$ cat src/rtl/sprite_line_sequencer.sv
// Per-scanline sprite prep scheduler: swaps the ping-pong line buffers at SWAP_H,
// clears the back buffer, kicks the frontend and reports row readiness / overruns.
module sprite_line_sequencer #(
    parameter int H_TOTAL  = 1600,
    parameter int SWAP_H   = 1599,
    parameter int V_ACTIVE = 480,
    parameter int V_TOTAL  = 525,
    parameter int LINE_W   = 640
) (
    input  logic        clk,
    input  logic        reset,
    input  logic [10:0] hcount,
    input  logic [9:0]  vcount,
    input  logic        sprite_en,
    input  logic        fe_done,
    input  logic        draw_busy,
    input  logic        draw_req,
    output logic        start_row,
    output logic [9:0]  next_vcount,
    output logic        disp_sel,
    output logic        clr_we,
    output logic [9:0]  clr_addr,
    output logic        row_ready,
    output logic        overrun,
    output logic [15:0] overrun_cnt
);

    if (SWAP_H >= H_TOTAL) begin : g_bad_swap
        $error("SWAP_H must be below H_TOTAL");
    end
    if (LINE_W > 1024) begin : g_bad_linew
        $error("LINE_W must not exceed 1024");
    end

    localparam logic [10:0] SWAP_AT = 11'(SWAP_H);
    localparam logic [9:0]  V_LAST  = 10'(V_TOTAL - 1);
    localparam logic [9:0]  V_ACT   = 10'(V_ACTIVE);
    localparam logic [9:0]  A_LAST  = 10'(LINE_W - 1);

    typedef enum logic [2:0] {
        S_IDLE, S_CLEAR, S_START, S_GUARD, S_WAIT, S_DONE
    } state_t;

    state_t      r_state, w_state_nxt;
    logic        r_start_row, r_disp_sel, r_clr_we, r_row_ready, r_overrun;
    logic [9:0]  r_next_vcount, r_clr_addr;
    logic [15:0] r_overrun_cnt;

    logic        w_swap, w_clr_last, w_drained;
    logic [9:0]  w_nv;
    logic        w_start_row_nxt, w_clr_we_nxt, w_row_ready_nxt, w_overrun_nxt;
    logic [9:0]  w_clr_addr_nxt;
    logic [15:0] w_overrun_cnt_nxt;

    assign w_swap     = (hcount == SWAP_AT);
    assign w_nv       = (vcount == V_LAST) ? 10'd0 : vcount + 10'd1;
    assign w_clr_last = (r_clr_addr == A_LAST);
    assign w_drained  = fe_done && !draw_busy && !draw_req;

    // State register; the registered outputs ride along so every port is a flop.
    always_ff @(posedge clk or negedge reset) begin
        if (!reset) begin
            r_state       <= S_IDLE;
            r_start_row   <= 1'b0;
            r_next_vcount <= 10'd0;
            r_disp_sel    <= 1'b0;
            r_clr_we      <= 1'b0;
            r_clr_addr    <= 10'd0;
            r_row_ready   <= 1'b0;
            r_overrun     <= 1'b0;
            r_overrun_cnt <= 16'd0;
        end else begin
            r_state       <= w_state_nxt;
            r_start_row   <= w_start_row_nxt;
            r_next_vcount <= w_swap ? w_nv : r_next_vcount;
            r_disp_sel    <= r_disp_sel ^ w_swap;
            r_clr_we      <= w_clr_we_nxt;
            r_clr_addr    <= w_clr_addr_nxt;
            r_row_ready   <= w_row_ready_nxt;
            r_overrun     <= w_overrun_nxt;
            r_overrun_cnt <= w_overrun_cnt_nxt;
        end
    end

    // Swap wins over everything: any in-flight prep is abandoned and restarted.
    always_comb begin
        w_state_nxt = r_state;
        if (w_swap) begin
            w_state_nxt = (w_nv < V_ACT) ? S_CLEAR : S_IDLE;
        end else begin
            case (r_state)
                S_CLEAR: if (w_clr_last) w_state_nxt = sprite_en ? S_START : S_DONE;
                S_START: w_state_nxt = S_GUARD;
                S_GUARD: w_state_nxt = S_WAIT;
                S_WAIT:  if (w_drained) w_state_nxt = S_DONE;
                default: w_state_nxt = r_state;
            endcase
        end
    end

    always_comb begin
        w_start_row_nxt = (w_state_nxt == S_START);
        w_clr_we_nxt    = (w_state_nxt == S_CLEAR);
        w_clr_addr_nxt  = 10'd0;
        if (!w_swap && r_state == S_CLEAR && !w_clr_last)
            w_clr_addr_nxt = r_clr_addr + 10'd1;
        w_row_ready_nxt   = !w_swap && (r_state == S_DONE);
        w_overrun_nxt     = w_swap && (r_state != S_IDLE) && (r_state != S_DONE);
        w_overrun_cnt_nxt = r_overrun_cnt;
        if (w_overrun_nxt && r_overrun_cnt != 16'hFFFF)
            w_overrun_cnt_nxt = r_overrun_cnt + 16'd1;
    end

    assign start_row   = r_start_row;
    assign next_vcount = r_next_vcount;
    assign disp_sel    = r_disp_sel;
    assign clr_we      = r_clr_we;
    assign clr_addr    = r_clr_addr;
    assign row_ready   = r_row_ready;
    assign overrun     = r_overrun;
    assign overrun_cnt = r_overrun_cnt;

endmodule
$ cat config.mk
export PLATFORM = sky130hd
export DESIGN_NAME = sprite_line_sequencer
export DESIGN_NICKNAME = d
export VERILOG_FILES = /design/src/rtl/sprite_line_sequencer.sv
export SDC_FILE = /design/constraint.sdc
export NUM_CORES = 1
export LEC_CHECK = 0
export BUFFER_PORTS_ARGS = -buffer_cell sky130_fd_sc_hd__buf_2
export CORE_UTILIZATION = 54
export DETAILED_ROUTE_END_ITERATION = 8
export PLACE_DENSITY = 0.83
export SYNTH_ARGS = -nofsm -noshare
export SYNTH_HDL_FRONTEND = slang
export SYNTH_SLANG_ARGS = --single-unit
$ cat constraint.sdc
create_clock -name clk -period 3.75 [get_ports clk]
set_clock_uncertainty 0.15 [all_clocks]
set_input_delay 0.375 -clock clk [delete_from_list [all_inputs] [get_ports clk]]
set_output_delay 0.375 -clock clk [all_outputs]
set_load 0.01 [all_outputs]
==> results of run 1 <==
## power by group through the flow
| stage | Sequential [mW] | Clock, mW | Combinational [mW] |
|---|---|---|---|
| 6_report | 0.480 | 0.309 | 0.0557 |
| 5_1_grt | 0.480 | 0.338 | 0.0632 |
| 4_1_cts | 0.480 | 0.317 | 0.0568 |
| 3_5_place_dp | 0.489 | 0 | 0.0567 |
| 3_3_place_gp | 0.489 | 0 | 0.0555 |
| 2_1_floorplan | 0.490 | 0 | 0.0212 |
## worst paths after layout
| kind | startpoint | end | slack [ns] | depth (start not counted) |
|---|---|---|---|---|
| max | r_state[2] | overrun_cnt[8] | 1.31 | 5 |
| min in group clk | vcount[0] | next_vcount[0] | 0.23 | 2 |
| max in group asynchronous | reset | overrun_cnt[0] | 2.79 | 1 |
| min reg2reg | disp_sel | disp_sel | 0.33 | 1 |
| min | reset | overrun_cnt[3] | 0.07 | 1 |
| max reg2reg | r_state[2] | overrun_cnt[8] | 1.31 | 5 |
## cell families after synthesis
| group | after synthesis | share of synthesized area (%) |
|---|---|---|
| fa+ha+maj | 4 | 2.216 |
| mux | 3 | 1.440 |
| buf+inv | 16 | 2.881 |
| flops | 44 | 48.75 |
| compound gates | 29 | 8.920 |
| xor+xnor | 32 | 12.41 |
| simple gates | 101 | 23.38 |
## metal layers
metal	up-vias	GRT usage [%]	part of all wire (%)
met2	53	35.35	48
li1	936	-	-
met4	0	9.574	1.8
met1	868	29.28	46
met5	-	0	0
met3	7	4.623	4.3
## registers in the layout, indices dropped and copies added, names as in the netlist
signal and cells:
row_ready 1, clr_addr 10, next_vcount 10, clr_we 1
disp_sel 1, r_state 3, overrun 1, overrun_cnt 16
start_row 1
## worst max-delay path, delay by kind of cell (launching register included)
| family | cells | cell delay, ns |
|---|---|---|
| xor gates and xnor gates | 2 | 0.35 |
| DFF | 1 | 0.46 |
| AOI/OAI and AO/OA | 2 | 1.18 |
| and+or+nand+nor | 1 | 0.21 |
## final cells by class
class,instances,area [um2]
Fill cell,330,1267
Sequential cell,44,1101
Multi-Input combinational cell,169,1092
Timing Repair Buffer,68,342.8
Clock buffer,7,96.34
Tap cell,50,62.56
Inverter,10,37.54
## cells in the mapped netlist, types with 2 or more instances
cell	instances
nand4b_1	2
nor3_1	5
nor2_1	20
a21oi_1	3
or4_1	2
and4_1	3
nand2_1	25
xor2_1	15
nand4_1	9
and3_1	3
and2_1	2
a31oi_1	2
xnor2_1	17
ha_1	4
nor3b_1	2
nand3_1	12
or2_2	2
clkbuf_2	2
nand2b_1	3
o211ai_1	2
inv_1	10
buf_2	2
or3_1	5
o21ai_0	13
dfrtp_1	44
nor2b_1	2
mux2_2	2
==> metrics.txt, run 1 <==
status complete, but fails checks; failing checks design-rule violations; CTS Buf Count 5; Syn Inst Count 229; critical-path cell list xnor2_1, a2111oi_1, o311ai_1, nor2_1, xor2_1; Hold Crit Class in -> async; number of global-route vias before repair 1688; final core utilization 68.31%; Sw Pwr 0.1801 mW; initial drt markers 53; Layout Cell Area excl Fill 0.002733 mm2; min Tclk post-route 2.440 ns; DRC violation count after routing 2; die outline area 0.004445 mm2; final setup fails 0; Setup TNS 0 ns; Final Max Slew Viols 0; CP endpoint kind flop; layout cells sized above 1 27.18%; WHS 0.07031 ns; Worst Setup Slack, final 1.310 ns; worst slack, placed 1.017 ns; die height 66.67 um; RSZ-0062 raised after global routing false; fraction of registers with async set/reset 100.0%; Crit-path slowest cell a2111oi_1; DR WL/cell 12.99 um; Main synth FF type dfrtp_1; most frequent cells in the layout buf_2, dfrtp_1, nand2_1; TritonRoute pass-1 iters 6; initial antenna violation count 0; synth unique cells 43; fin cells 348; CP arrival 2.51 ns; Synth Register Bits 44; Comb pwr share 6.6%; initial cell density of the core 56.46%; Final period util 65.07%; antenna viol nets, final 0; Pint 0.6646 mW; grt ovf 0; top cells by area, synth dfrtp_1, xnor2_1, xor2_1; Inst Count DP 341; CP max FO 8; maximum vdd ir drop 189.5 uV; gp weighted congestion 0.7942; Post-synth EDFFs 0; syn avg cell area 9.862 um2; ant diodes 0; nets 329; worst slew pin tran 0.9400 ns; clock share of power 36.6%; Worst-path clk slew 0.08 ns; Area growth syn-to-layout 21.00%; Die Wd 66.67 um; largest net degree at the start of global routing 45; core region area 0.004000 mm2; Total Power 0.8447 mW; cell area power density 309.1 mW/mm2; Yosys top cell by area dfrtp_1; gr usage total 22.28%; crit path kind reg -> reg; via count 1864; CTS tree done; Post-CTS Setup Inserts 0; Worst EP required 3.82 ns; Site Rows 23; Seq/Total Area, Yosys 48.75%; Post-Route WL 4.520 mm; Critical Path Source Type flop; CTS max path bufs 2; vias per inst 5.356; clock latency at the later pin of the worst-skew pair 0.29 ns; Max Cap Viol 0; Warnings, synthesis 0; Final Hold Fails 0; dpl cell area 0.002636 mm2; clock sink count 44; switching part of the total 21.33%; LEAKAGE 1.340 nW; clock root buffer clkbuf_8; critical path's largest stage delay 0.80 ns; CTS resizes 0; H-tree depth 2; relative slew slack 37.33%; post-DP HPWL 3.407 mm; first-pass GRT wire length 7.389 mm; f_max 0.4098 GHz; CTS Hold Bufs 0; number of port buffers 67; Synth top area share 48.75%; post-synthesis cell area 0.002258 mm2; most common cell after layout, fill and taps aside buf_2; syn_nets 260; Flop pwr share 56.8%; Boundary Pins 68
No activity file was read; power rests on OpenSTA's default activity.
==> run 2, diff against run 1 <==
- CORE_UTILIZATION: 54 -> 51
- PLACE_DENSITY: 0.83 -> 0.79
- clock period: 3.75 -> 2.3 ns (I/O delays scaled with it)
==> run 2 against run 1 <==
The run now ends clean; die area rose by 5.7%; highest routed layer unchanged; via count rose by 3.8%; largest cell class unchanged; maximum frequency rose by 11%; cell count rose by 2.9%; critical path type unchanged; combinational power rose by 73%.
==> metrics.txt, run 2 (synthesis gave the netlist of run 1 again) <==
status finished clean; Post-Route WL 4.658 mm (+3.1%); CP max FO 5 (-3); CTS Buf Count 5 (unchanged); relative slew slack 49.63% (+12 points); Area growth syn-to-layout 23.93%; Critical Path Source Type flop; Post-CTS Setup Inserts 0 (unchanged); Reg2Reg Launch Point clr_addr[0]; DRC violation count after routing 0 (-2); number of global-route vias before repair 1604 (-5.0%); H-tree depth 2 (unchanged); CP endpoint kind flop; clock root buffer clkbuf_8; cell area power density 489.1 mW/mm2 (+58%); ant diodes 0 (unchanged); gr usage total 21.07% (-1.2 points); worst slew pin tran 0.7438 ns (-0.1962 ns); core region area 0.004115 mm2 (+2.9%); critical-path cell list ha_2, nand4_1, or3_1, or3_1, o31a_1, nor2_1; min Tclk post-route 2.196 ns (-0.2440 ns); final setup fails 0 (unchanged); number of port buffers 67 (unchanged); vias per inst 5.402 (+0.86%); Final Max Slew Viols 0 (unchanged); WHS Endpoint next_vcount[0]; Reg2Reg Setup Slack 0.10 ns (-1.21 ns); nets 338 (+2.7%); cell family with most CP delay simple AND/OR/NAND/NOR gates; Final period util 95.48% (+30 points); most frequent cells in the layout buf_2, dfrtp_1, nand2_1; initial cell density of the core 54.88% (-1.6 points); layout cells sized above 1 28.90% (+1.7 points); CP most frequent cell or3_1; CTS max path bufs 2 (unchanged); Crit path buffers/inverters 0 (unchanged); clock sink count 44 (unchanged); die height 68.55 um (+2.8%); antenna viol nets, final 0 (unchanged); die outline area 0.004698 mm2 (+5.7%); f_max 0.4553 GHz (+11%); max reg flops 16 (unchanged); Total Power 1.369 mW (+62%); Worst-path clk slew 0.08 ns (about the same); grt ovf 0 (unchanged); CTS tree done; worst hold start vcount[0]; Layout Cell Area excl Fill 0.002799 mm2 (+2.4%); critical path's largest stage delay 0.42 ns (-0.38 ns); gp weighted congestion 0.7935 (about the same); Boundary Pins 68 (unchanged); Setup TNS 0 ns (unchanged); Die Wd 68.55 um (+2.8%); CP arrival 2.27 ns (-0.24 ns); RSZ-0062 raised after global routing false; Site Rows 23 (unchanged); most common cell after layout, fill and taps aside buf_2; Max Cap Viol 0 (unchanged); post-DP HPWL 3.572 mm (+4.9%); largest net degree at the start of global routing 31 (-31%); Crit-path slowest cell or3_1; initial drt markers 123 (+130%); crit path kind reg -> reg; DR WL/cell 13.01 um (+0.17%); Worst EP required 2.38 ns (-1.44 ns); LEAKAGE 1.375 nW (+2.6%); clock latency at the later pin of the worst-skew pair 0.29 ns (about the same); TritonRoute pass-1 iters 4 (-2); maximum vdd ir drop 281.6 uV (+49%); WP depth 6 (+1); r2r endpoint r_state[1]; Cells on Worst Hold Path 2; via count 1934 (+3.8%); Final Hold Fails 0 (unchanged); Hold Crit Class in -> reg; initial antenna violation count 0 (unchanged); first-pass GRT wire length 7.169 mm (-3.0%); worst-case reg-to-reg path depth 6 (+1); dpl cell area 0.002696 mm2 (+2.3%)
[run 2: final cells by class]
class,instances,area [um2]
fill,341,1316
sequential,44,1101
multi-input combinational,169,1095
timing repair buffer,77,412.9
clock buffer,8,90.09
tap,50,62.56
inverter,10,37.54
[run 2: metrics by stage]
stage | cells | hold WS, ns | utilization, % | worst slack (ns)
floorplan | 229 | -0.2156 | - | 0.1657
global placement | 349 | 0.1432 | 65.52 | 0.06024
CTS | 358 | 0.06891 | 67.95 | 0.07931
detailed placement | 349 | 0.1547 | 65.52 | 0.01931
finish | 358 | 0.07246 | 68.01 | 0.1039
global route | 358 | 0.08821 | 68.01 | 0.001403
[run 2: power breakdown]
group          internal [mW]  switching (mW)  total [mW]  leakage (nW)
sequential             0.778         0.00393       0.782         0.599
combinational         0.0423          0.0541      0.0964         0.730
clock                  0.245           0.245       0.490        0.0455
[run 2: timing repair]
action / in CTS / in global routing
hold buffers: 1 / 0
setup endpoints to repair: 0 / 2
resized for setup: 0 / 1
hold endpoints to repair: 28 / 0
[run 2: worst max-delay path by stage]
stage | to | startpoint
final | r_state[1] | clr_addr[0]
after detailed placement | overrun_cnt[5] | hcount[6]
after global routing | r_state[0] | clr_addr[0]
after global placement | overrun_cnt[5] | hcount[6]
after CTS | r_state[1] | clr_addr[0]
after floorplan | overrun_cnt[5] | hcount[6]
[run 2: routing by layer]
metal  wire, um  track usage (%)
met5          0                0
met4         59            9.635
met3        220            4.934
met2       2216            31.74
met1       2162            28.63
==> run 3, diff against run 2 <==
- CTS_BUF_LIST: default -> sky130_fd_sc_hd__clkbuf_16
==> run 3 against run 2 <==
First-iteration DRC count rose by 20%; register-to-register slack is essentially flat; cell count did not move.
==> metrics.txt, run 3 (synthesis gave the netlist of run 1 again) <==
largest net degree at the start of global routing 31 (unchanged); r2r endpoint r_state[1]; worst slack, placed 0.01931 ns (unchanged); antenna viol nets, final 0 (unchanged); initial drt markers 147 (+20%); CP max FO 5 (unchanged); most frequent cells in the layout buf_2, dfrtp_1, nand2_1; Max Cap Viol 0 (unchanged); RSZ-0062 raised after global routing false; maximum vdd ir drop 292.2 uV (+3.8%); CTS tree done; TritonRoute pass-1 iters 4 (unchanged); clock latency at the later pin of the worst-skew pair 0.28 ns (about the same); Die Wd 68.55 um (unchanged); initial cell density of the core 54.88% (unchanged); cell family with most CP delay simple AND/OR/NAND/NOR gates; dpl cell area 0.002696 mm2 (unchanged); Post-Route WL 4.874 mm (+4.6%); core region area 0.004115 mm2 (unchanged); worst hold start vcount[0]; crit path kind reg -> reg; number of port buffers 67 (unchanged); ant diodes 0 (unchanged); Cells on Worst Hold Path 2 (unchanged); WHS 0.08495 ns (+0.01248 ns); first-pass GRT wire length 7.396 mm (+3.2%); Final Max Slew Viols 0 (unchanged); Setup TNS 0 ns (unchanged); Reg2Reg Launch Point clr_addr[0]; DR WL/cell 13.61 um (+4.6%); Worst Setup Slack, final 0.09627 ns (-0.007617 ns); post-DP HPWL 3.572 mm (unchanged); die height 68.55 um (unchanged); Site Rows 23 (unchanged); cell area power density 539.8 mW/mm2 (+10%); layout cells sized above 1 28.90% (unchanged); LEAKAGE 1.405 nW (+2.2%); clock sink count 44 (unchanged); Final period util 95.81% (+0.33 points); relative slew slack 50.02% (+0.39 points); Worst EP required 2.36 ns (-0.02 ns); CP endpoint kind flop; nets 338 (unchanged); max reg flops 16 (unchanged); number of global-route vias before repair 1634 (+1.9%); Final Hold Fails 0 (unchanged); final setup fails 0 (unchanged); grt ovf 0 (unchanged); DRC violation count after routing 0 (unchanged); Area growth syn-to-layout 26.20%; Crit path buffers/inverters 0 (unchanged); CTS Buf Count 5 (unchanged); clock root buffer clkbuf_16; H-tree depth 2 (unchanged); worst slew pin tran 0.7381 ns (-0.005755 ns); vias per inst 5.517 (+2.1%); critical path's largest stage delay 0.41 ns (about the same); CTS max path bufs 2 (unchanged); WHS Endpoint next_vcount[0]; gr usage total 21.77% (+0.70 points); min Tclk post-route 2.204 ns (+0.007617 ns); critical-path cell list ha_2, nand4_1, or3_1, or3_4, o31a_1, nor2_1; Boundary Pins 68 (unchanged); initial antenna violation count 0 (unchanged); status finished clean; CP arrival 2.27 ns (about the same); Worst-path clk slew 0.06 ns (-0.02 ns); Post-CTS Setup Inserts 0 (unchanged); f_max 0.4538 GHz (-0.35%); Reg2Reg Setup Slack 0.1 ns (about the same); via count 1975 (+2.1%); Layout Cell Area excl Fill 0.002850 mm2 (+1.8%); worst-case reg-to-reg path depth 6 (unchanged); die outline area 0.004698 mm2 (unchanged); Hold Crit Class in -> reg; Critical Path Source Type flop; Crit-path slowest cell or3_4; gp weighted congestion 0.7935 (unchanged); most common cell after layout, fill and taps aside buf_2
==> run 3: report_power, final <==
part	internal, mW	switching (mW)	leakage [nW]	total [mW]
Clock	0.390	0.268	0.0738	0.658
Combinational	0.0423	0.0545	0.732	0.0968
Sequential	0.780	0.00410	0.599	0.784
Total	1.21	0.326	1.40	1.54
==> run 3: final cells by class <==
cell class	instances	area (um2)
Fill cell	329	1265
Sequential cell	44	1101
Multi-Input combinational cell	169	1100
Timing Repair Buffer	77	412.9
Clock buffer	5	125.1
Tap cell	50	62.56
Inverter	10	37.54
Clock inverter	3	11.26
==> run 3: how the worst max path moves through the flow <==
stage | start | endpoint | cells past startpoint
floorplan | hcount[6] | overrun_cnt[5] | 6
global placement | hcount[6] | overrun_cnt[5] | 7
detailed placement | hcount[6] | overrun_cnt[5] | 7
CTS | clr_addr[0] | r_state[1] | 6
global route | clr_addr[0] | r_state[1] | 6
finish | clr_addr[0] | r_state[1] | 6
==> run 3: stage by stage <==
step	power, mW	cells	utilization, %
global route	1.590	358	69.26
CTS	1.555	358	69.08
global placement	0.8923	349	65.52
floorplan	0.8339	229	-
detailed placement	0.8948	349	65.52
finish	1.539	358	69.26
==> run 3: worst reg2reg max path: cells and delay by family, from the launching register on <==
| family | cells | cell delay (ns) |
|---|---|---|
| simple gates | 4 | 1.06 |
| flops | 1 | 0.40 |
| compound gates | 1 | 0.30 |
| fa+ha+maj | 1 | 0.23 |
==> run 3: timing repair <==
item | in CTS | in global routing
gates resized for setup | 0 | 2
hold buffers | 1 | 0
endpoints found under the setup margin | 0 | 2
endpoints found under the hold margin | 28 | 0
==> run 3: routing by layer <==
metal  wire length, um  global-route usage [%]
met1              2254                   28.81
met2              2293                   33.46
met3               246                   5.099
met4                79                   10.42
met5                 0                       0
